[src/rtl/demux_1x8_sched_if.sv]
// Handshake and bus bundle between the producer/lane side and the 1x8 demux scheduler.
interface demux_1x8_sched_if #(
  parameter int DATA_W = 1
);
  logic              in_valid;
  logic [DATA_W-1:0] in_data;
  logic              in_ready;
  logic [7:0]        lane_mask;
  logic [7:0]        lane_ready;
  logic [2:0]        sel;
  logic [DATA_W-1:0] out_data;
  logic [7:0]        out_valid;
  logic [15:0]       xfer_count;

  // Handshakes: a word moves on in_* when in_valid & in_ready at a rising edge;
  // the held word moves to lane sel when out_valid[sel] & lane_ready[sel] at a rising edge.
  modport master (
    output in_valid, in_data, lane_mask, lane_ready,
    input  in_ready, sel, out_data, out_valid, xfer_count
  );

  modport slave (
    input  in_valid, in_data, lane_mask, lane_ready,
    output in_ready, sel, out_data, out_valid, xfer_count
  );
endinterface

[src/rtl/demux_1x8_sched.sv]
// Round-robin scheduler: grants each incoming word to the next enabled lane and
// holds it on sel/out_data until that lane accepts it.
module demux_1x8_sched #(
  parameter int DATA_W = 1
) (
  input  logic                clk,
  input  logic                rst,
  demux_1x8_sched_if.slave    bus,
  output logic                state_dbg
);

  typedef enum logic {IDLE = 1'b0, HOLD = 1'b1} state_t;

  state_t            state_q, state_d;
  logic [2:0]        ptr_q;
  logic [2:0]        sel_q;
  logic [DATA_W-1:0] data_q;
  logic [7:0]        out_valid_q;
  logic [15:0]       xfer_q;

  logic       accept;
  logic       load;
  logic       ready;
  logic [2:0] grant;

  // Search order starts just after the last grant; ptr itself comes last (k=8 wraps to ptr).
  always_comb begin
    logic       found;
    logic [2:0] idx;
    grant = ptr_q;
    found = 1'b0;
    idx   = ptr_q;
    for (int k = 1; k <= 8; k++) begin
      idx = ptr_q + 3'(k);
      if (!found && bus.lane_mask[idx]) begin
        grant = idx;
        found = 1'b1;
      end
    end
  end

  always_comb begin
    accept  = (state_q == HOLD) && bus.lane_ready[sel_q];
    ready   = ((state_q == IDLE) || accept) && (bus.lane_mask != 8'h00);
    load    = bus.in_valid && ready;
    state_d = state_q;
    case (state_q)
      IDLE:    if (load) state_d = HOLD;
      HOLD:    if (accept && !load) state_d = IDLE;
      default: state_d = IDLE;
    endcase
  end

  always_ff @(posedge clk) begin
    if (rst) begin
      state_q     <= IDLE;
      ptr_q       <= 3'd7;
      sel_q       <= 3'd0;
      data_q      <= '0;
      out_valid_q <= 8'h00;
      xfer_q      <= 16'h0000;
    end else begin
      state_q <= state_d;
      if (load) begin
        data_q      <= bus.in_data;
        sel_q       <= grant;
        ptr_q       <= grant;
        out_valid_q <= 8'h01 << grant;
      end else if (accept) begin
        out_valid_q <= 8'h00;
      end
      if (accept) xfer_q <= xfer_q + 16'd1;
    end
  end

  assign bus.in_ready   = ready;
  assign bus.sel        = sel_q;
  assign bus.out_data   = data_q;
  assign bus.out_valid  = out_valid_q;
  assign bus.xfer_count = xfer_q;
  assign state_dbg      = (state_q == HOLD);

endmodule
[src/flat_wrapper.sv]
// flat-port wrapper written by rule: the top's interface ports become plain ports
module demux_1x8_sched_flat 
#(
  parameter int DATA_W = 1
)
  (clk, rst, state_dbg, bus_in_valid, bus_in_data, bus_lane_mask, bus_lane_ready, bus_in_ready, bus_sel, bus_out_data, bus_out_valid, bus_xfer_count);
  demux_1x8_sched_if #(.DATA_W(DATA_W)) bus_i ();
  input  logic clk;
  input  logic rst;
  output logic state_dbg;
  input wire logic [$bits(bus_i.in_valid)-1:0] bus_in_valid;
  input wire logic [$bits(bus_i.in_data)-1:0] bus_in_data;
  input wire logic [$bits(bus_i.lane_mask)-1:0] bus_lane_mask;
  input wire logic [$bits(bus_i.lane_ready)-1:0] bus_lane_ready;
  output wire logic [$bits(bus_i.in_ready)-1:0] bus_in_ready;
  output wire logic [$bits(bus_i.sel)-1:0] bus_sel;
  output wire logic [$bits(bus_i.out_data)-1:0] bus_out_data;
  output wire logic [$bits(bus_i.out_valid)-1:0] bus_out_valid;
  output wire logic [$bits(bus_i.xfer_count)-1:0] bus_xfer_count;
  assign bus_i.in_valid = bus_in_valid;
  assign bus_i.in_data = bus_in_data;
  assign bus_i.lane_mask = bus_lane_mask;
  assign bus_i.lane_ready = bus_lane_ready;
  assign bus_in_ready = bus_i.in_ready;
  assign bus_sel = bus_i.sel;
  assign bus_out_data = bus_i.out_data;
  assign bus_out_valid = bus_i.out_valid;
  assign bus_xfer_count = bus_i.xfer_count;
  demux_1x8_sched #(.DATA_W(DATA_W)) u_core (.clk(clk), .rst(rst), .bus(bus_i), .state_dbg(state_dbg));
endmodule
[config.mk]
export PLATFORM = sky130hd
export DESIGN_NAME = demux_1x8_sched_flat
export DESIGN_NICKNAME = d
export VERILOG_FILES = /design/src/rtl/demux_1x8_sched_if.sv /design/src/rtl/demux_1x8_sched.sv /design/src/flat_wrapper.sv
export SDC_FILE = /design/constraint.sdc
export NUM_CORES = 1
export LEC_CHECK = 0
export ABC_AREA = 1
export BUFFER_PORTS_ARGS = -buffer_cell sky130_fd_sc_hd__buf_2
export CORE_MARGIN = 1.5
export CORE_UTILIZATION = 51
export CTS_BUF_LIST = sky130_fd_sc_hd__clkbuf_8
export DETAILED_ROUTE_END_ITERATION = 10
export PLACE_DENSITY = 0.81
export SLEW_MARGIN = 20
export SYNTH_ARGS = -nofsm -noshare
export SYNTH_HDL_FRONTEND = slang
export SYNTH_SLANG_ARGS = --single-unit
[constraint.sdc]
create_clock -name clk -period 2.5 [get_ports clk]
set_input_delay 0 -clock clk [delete_from_list [all_inputs] [get_ports clk]]
set_output_delay 0 -clock clk [all_outputs]
set_load 0.03 [all_outputs]
== After elaboration in Yosys (flattened, before gate mapping) ==
Cells that the tools add are included.

* Register bits after elaboration: 32
* Bits of input ports: 20

* $add $sub $neg: 8
* $lt $le $gt $ge: 9
* Shifts and indexed selects: 1
* Mux-type cells: 38
* Bitwise operators: 1
* Reduce and logical (&&, ||, !) cells: 22

{| class="wikitable"
|+ Operators by type and width
! kind !! count
|-
| $lt A3 B4 Y1 const B || 9
|-
| $bmux W1 S3 || 9
|-
| $mux W3 || 8
|-
| $mux W1 || 18
|-
| $add A16 B1 Y16 const B || 1
|-
| $mux W8 || 2
|-
| $add A3 B3 Y3 const B || 4
|-
| $logic_and A1 B1 Y1 || 11
|-
| $logic_not A1 Y1 || 8
|-
| $reduce_bool A8 Y1 || 1
|-
| $shl A1 B3 Y8 const A || 1
|-
| $add A3 B2 Y3 const B || 2
|-
| $add A3 B1 Y3 const B || 1
|-
| $pmux W1 S2 || 1
|-
| $reduce_bool A2 Y1 || 1
|-
| $logic_or A1 B1 Y1 || 1
|-
| $not A1 Y1 || 1
|}

== Depth between registers and ports, before layout ==
* Word-level depth: 27
* Depth in mapped cells: 20
* Gate-level depth less buffers: 19

== Worst setup path before layout ==
OpenSTA, ideal clock, no wires.

* Path type: reg-to-reg
* From: register u_core.ptr_q[0]
* To: register u_core.out_valid_q[6], in the netlist u_core.bus.out_valid[6]
* Library setup time: 0.070 ns
* Data arrival time: 2.266 ns
* Data required time: 2.430 ns
* Setup slack: 0.164 ns
* Cell stages (with the launch flop): 19
* Path through: dfxtp_1 inv_2 buf_6 ha_1 inv_2 nand3_1 nand3_2 nand2_4 inv_2 nand3_2 nor2_4 nand4_4 nand2_2 inv_2 nand2_4 nand2_2 nor2_4 nand2_1 a21oi_2

* Word-level cells in the longest chain between the ends: 27
* Elaborated cells on any way between the ends: 54

{| class="wikitable"
|+ Ends and longest elaborated chain
! what !! RTL line !! source
|-
| start, declared || demux_1x8_sched.sv:15 || <nowiki>logic [2:0] ptr_q;</nowiki>
|-
| start signal, assigned || demux_1x8_sched.sv:67 || <nowiki>ptr_q <= grant;</nowiki>
|-
| $add A3 B1 Y3 || demux_1x8_sched.sv:34 || <nowiki>idx = ptr_q + 3'(k);</nowiki>
|-
| $bmux W1 S3 || demux_1x8_sched.sv:35 || <nowiki>if (!found && bus.lane_mask[idx]) begin</nowiki>
|-
| $mux W1 (implied by the code) || demux_1x8_sched.sv:35 ||
|-
| $mux W1 || demux_1x8_sched.sv:35 ||
|-
| $logic_not A1 Y1 || demux_1x8_sched.sv:35 ||
|-
| $logic_and A1 B1 Y1 || demux_1x8_sched.sv:35 ||
|-
| $mux W1 || demux_1x8_sched.sv:35 ||
|-
| $logic_not A1 Y1 || demux_1x8_sched.sv:35 ||
|-
| (+11 left out) || - ||
|-
| $logic_not A1 Y1 || demux_1x8_sched.sv:35 ||
|-
| $logic_and A1 B1 Y1 || demux_1x8_sched.sv:35 ||
|-
| $mux W1 || demux_1x8_sched.sv:35 ||
|-
| $logic_not A1 Y1 || demux_1x8_sched.sv:35 ||
|-
| $logic_and A1 B1 Y1 || demux_1x8_sched.sv:35 ||
|-
| $mux W3 * || demux_1x8_sched.sv:35 ||
|-
| $shl A1 B3 Y8 * || demux_1x8_sched.sv:68 || <nowiki>out_valid_q <= 8'h01 << grant;</nowiki>
|-
| $mux W8 * || demux_1x8_sched.sv:64 || <nowiki>if (load) begin</nowiki>
|-
| end signal, assigned || demux_1x8_sched.sv:68 ||
|-
| end, declared || demux_1x8_sched.sv:18 || <nowiki>logic [7:0] out_valid_q;</nowiki>
|}

Every way passes the cells marked *; elsewhere a longest branch is shown, timed or not. The select of a mux whose other input is x is not followed.
A chain may end at the register's enable or synchronous reset.

== Worst setup path in the final report ==
* From: register u_core.ptr_q[1]
* To: register u_core.out_valid_q[7], in the netlist u_core.bus.out_valid[7]

Same word-level chain as after synthesis.

==> impl_metrics.py <==
metrics = {
    "run": {
        "drv_cap": 0,
    },
    "route": {
        "drtAntennaViolNets": 0,
        "wl_per_cell_um": 12.3,
        "drc": 0,
        "vias": 2433,
        "first_pass_iters": 4,
        "vias_per_cell": 5.32,
        "wirelength_mm": 5.64,
        "drt_iter0_markers": 167,
    },
    "die": {
        "die_w_um": 69.6,
        "initial_core_util_pct": 52.3,
        "dieArea_sq_um": 4850,
        "num_rows": 24,
        "num_io_pins": 50,
        "fp.coreArea_sq_um": 4320,
        "die_y_um": 69.6,
    },
    "grt": {
        "grt_start_max_net_pins": 20,
        "antenna_found_initial": 0,
        "grt_pass1_vias": 2224,
        "overflow": 0,
        "grt_pass1_wl_mm": 9.36,
        "grtUsageTotal_pct": 23.2,
    },
    "place": {
        "place.gp.congestion": 0.936,
        "portBuffers": 49,
        "dp.cells": 444,
        "hpwl_mm": 4.35,
        "dpl-instance-area_sq_um": 2570,
    },
    "sta": {
        "fmax_mhz": 429,
        "tightestPinTransition_ns": 0.442,
        "final.min_clock_period_ns": 2.33,
        "finalHoldViolCount": 0,
        "setup_viol": 0,
        "maxSlewHeadroom_pct": 70.5,
        "fin_skew_ns": 0.00674,
        "finalMaxSlewViolations": 0,
        "timing.hold.ws_ns": 0.126,
        "final_min_period_over_clock_period_pct": 93.3,
    },
    "clocking": {
        "cts_root_buf": "clkbuf_8",
        "clk_latency_ns": 0.28,
        "cts_tree": "yes",
        "clkTransAtPathRegs_ns": 0.07,
        "numCtsBuffers": 5,
        "clkSinkCount": 32,
        "htreeDepth": 2,
        "clock_tree.buffer_depth": 2,
    },
    "power": {
        "power_density_nw_per_um2": 1450,
        "ir_drop_mv": 0.592,
        "p_leak_nw": 1.31,
    },
    "final_layout": {
        "design_area_sq_um": 2760,
        "num-nets-final": 427,
        "layout.cells.non_filler": 457,
        "syn_to_final_growth_pct": 21.9,
        "drive_gt1_share_pct": 30.6,
        "num_antenna_cells": 0,
    },
    "worst_setup_path": {
        "cp.required_ns": 2.71,
        "rrSetupSlack_ns": 0.17,
        "start_kind": "register",
        "critical_path.most_common_cell": "nand2_1",
        "end_kind": "register",
        "path_cells": "inv_2 -> ha_4 -> inv_2 -> nand3_1 -> nand2_1 -> nand2_1 -> nand2_4 -> buf_4 -> inv_2 -> nand2_1 -> nand3_1 -> nand2_1 -> nand2_1 -> nand2_1 -> nand2_1 -> nand2_1 -> a21oi_1 -> nand2_1 -> a21oi_2",
        "slowest_delay_ns": 0.36,
        "crit_path_max_fanout": 7,
        "reg2reg_from": "u_core.ptr_q[1]",
        "slowest_stage": "dfxtp_1",
        "arrival_ns": 2.54,
        "worstSetupPathType": "register to register",
        "ff2ff_path_depth": 19,
        "rr_endpoint": "u_core.bus.out_valid[7]",
        "crit_start": "u_core.ptr_q[1]",
    },
    "synthesis": {
        "ys_top_cells_by_area": "dfxtp_1 (28%), nand2_1 (17%), nand3_1 (7.3%)",
        "syn-num-nets": 368,
        "syn_area_sq_um": 2260,
        "yosysSeqAreaShare_pct": 28.3,
        "ys_ff_latch": 32,
        "async_flop_share_pct": 0,
        "yosysTopAreaCellShare_pct": 28.3,
        "ys.warnings.count": 0,
        "synth_edf_count": 0,
        "synth_ff_type": "dfxtp_1",
        "yosys.area.top_type": "dfxtp_1",
        "syn_area_per_cell_sq_um": 6.56,
        "yosysMostFrequentCell": "nand2_1",
        "netlist_top_cells_count": "nand2_1 (105), nand3_1 (33), dfxtp_1 (32)",
        "yosys.cell_types.count": 35,
        "syn_inst": 345,
    },
    "min_path": {
        "min_to": "u_core.bus.sel[0]",
        "whs_path_depth": 4,
        "hp-start": "bus_in_valid",
        "hold_path.class": "input pin to register",
    },
    "outcome": {
        "status": "finished, final reports clean",
    },
}
-- where the power goes --
| group | switching, mW | internal (mW) | total, mW |
|---|---|---|---|
| clock | 0.188 | 0.291 | 0.480 |
| sequential | 0.0807 | 0.602 | 0.683 |
| combinational | 1.89 | 0.938 | 2.83 |
| total | 2.16 | 1.83 | 3.99 |
-- area by class of cell --
cell class / count / area, sq um
clock buffer: 5 / 68.8
clock inverter: 3 / 38.8
fill: 391 / 1560
inverter: 40 / 153
multi-input combinational: 266 / 1460
sequential: 32 / 642
tap: 52 / 65.1
timing repair buffer: 59 / 330
-- worst max path at each step --
stage,to,slack (ns)
4_1_cts,u_core.bus.out_valid[2],0.07
2_1_floorplan,u_core.bus.out_valid[6],0.16
5_1_grt,u_core.bus.out_valid[7],-0.03
3_5_place_dp,u_core.bus.out_valid[2],0.09
3_3_place_gp,u_core.bus.out_valid[6],0.16
6_report,u_core.bus.out_valid[7],0.17
-- cells in the final DEF, fill, tap and decap left out, types with 2 or more instances in the layout --
| cell type | count |
|---|---|
| inv_2 | 10 |
| nor2_1 | 18 |
| buf_4 | 7 |
| nor2_4 | 4 |
| buf_6 | 2 |
| buf_2 | 49 |
| o21ai_0 | 14 |
| nand2_4 | 4 |
| nand2_1 | 102 |
| nor2_2 | 3 |
| a21oi_1 | 18 |
| nor4_1 | 2 |
| clkbuf_8 | 5 |
| nand2_2 | 13 |
| nor3_1 | 12 |
| nand3_1 | 33 |
| ha_1 | 2 |
| nand3_2 | 7 |
| nand4_1 | 6 |
| o211ai_1 | 3 |
| nand4_4 | 2 |
| and3_1 | 3 |
| inv_1 | 30 |
| a21oi_2 | 8 |
| dfxtp_1 | 31 |
| a31oi_1 | 2 |
-- routing by layer --
layer	wire length, um	vias to the layer above	GRT usage (%)
met5	0	-	0
met4	51	0	5.34
met3	324	7	5.23
met2	2870	71	41.2
met1	2400	1104	28.7
li1	-	1251	-
-- state kept, by name, summed over array words and instances (netlist names) --
register / cells
u_core.bus.out_data: 1
u_core.bus.out_valid: 8
u_core.bus.sel: 3
u_core.bus.xfer_count: 16
u_core.ptr_q: 3
u_core.state_dbg: 1
-- cells by family (layout without fill, tap and decap cells) --
group	Yosys count	after routing	share of synthesized area (%)
AOI/OAI and AO/OA	51	51	14.2
xor gates and xnor gates	1	1	0.719
adders and majority gates	3	3	1.66
buffers and inverters	47	107	8.40
DFF	32	32	28.3
and+or+nand+nor	211	211	46.7
-- critical path, delay by kind of cell (launching register included) --
family          cells  cell delay (ns)
buf+inv             4             0.34
fa+ha+maj           1             0.31
compound gates      2             0.31
flops               1             0.36
simple gates       12             0.93
-- metrics by stage --
stage,util (%),total power [mW],setup WS [ns],TNS [ns]
2_1_floorplan,-,2.78,0.164,0
4_1_cts,62.2,3.77,0.0702,0
5_1_grt,63.8,4.30,-0.0315,-0.0385
6_report,63.8,3.99,0.168,0
3_5_place_dp,59.5,3.28,0.0935,0
3_3_place_gp,59.5,3.23,0.161,0
-- repair_timing --
| item | 4_1_cts | 5_1_grt |
|---|---|---|
| endpoints found under the setup margin | 0 | 11 |
| endpoints found under the hold margin | 1 | 0 |
| hold buffers | 1 | 0 |
| setup buffers | 0 | 4 |
| gates resized for setup | 0 | 12 |
Note: power is estimated with default switching activity, not from simulation.
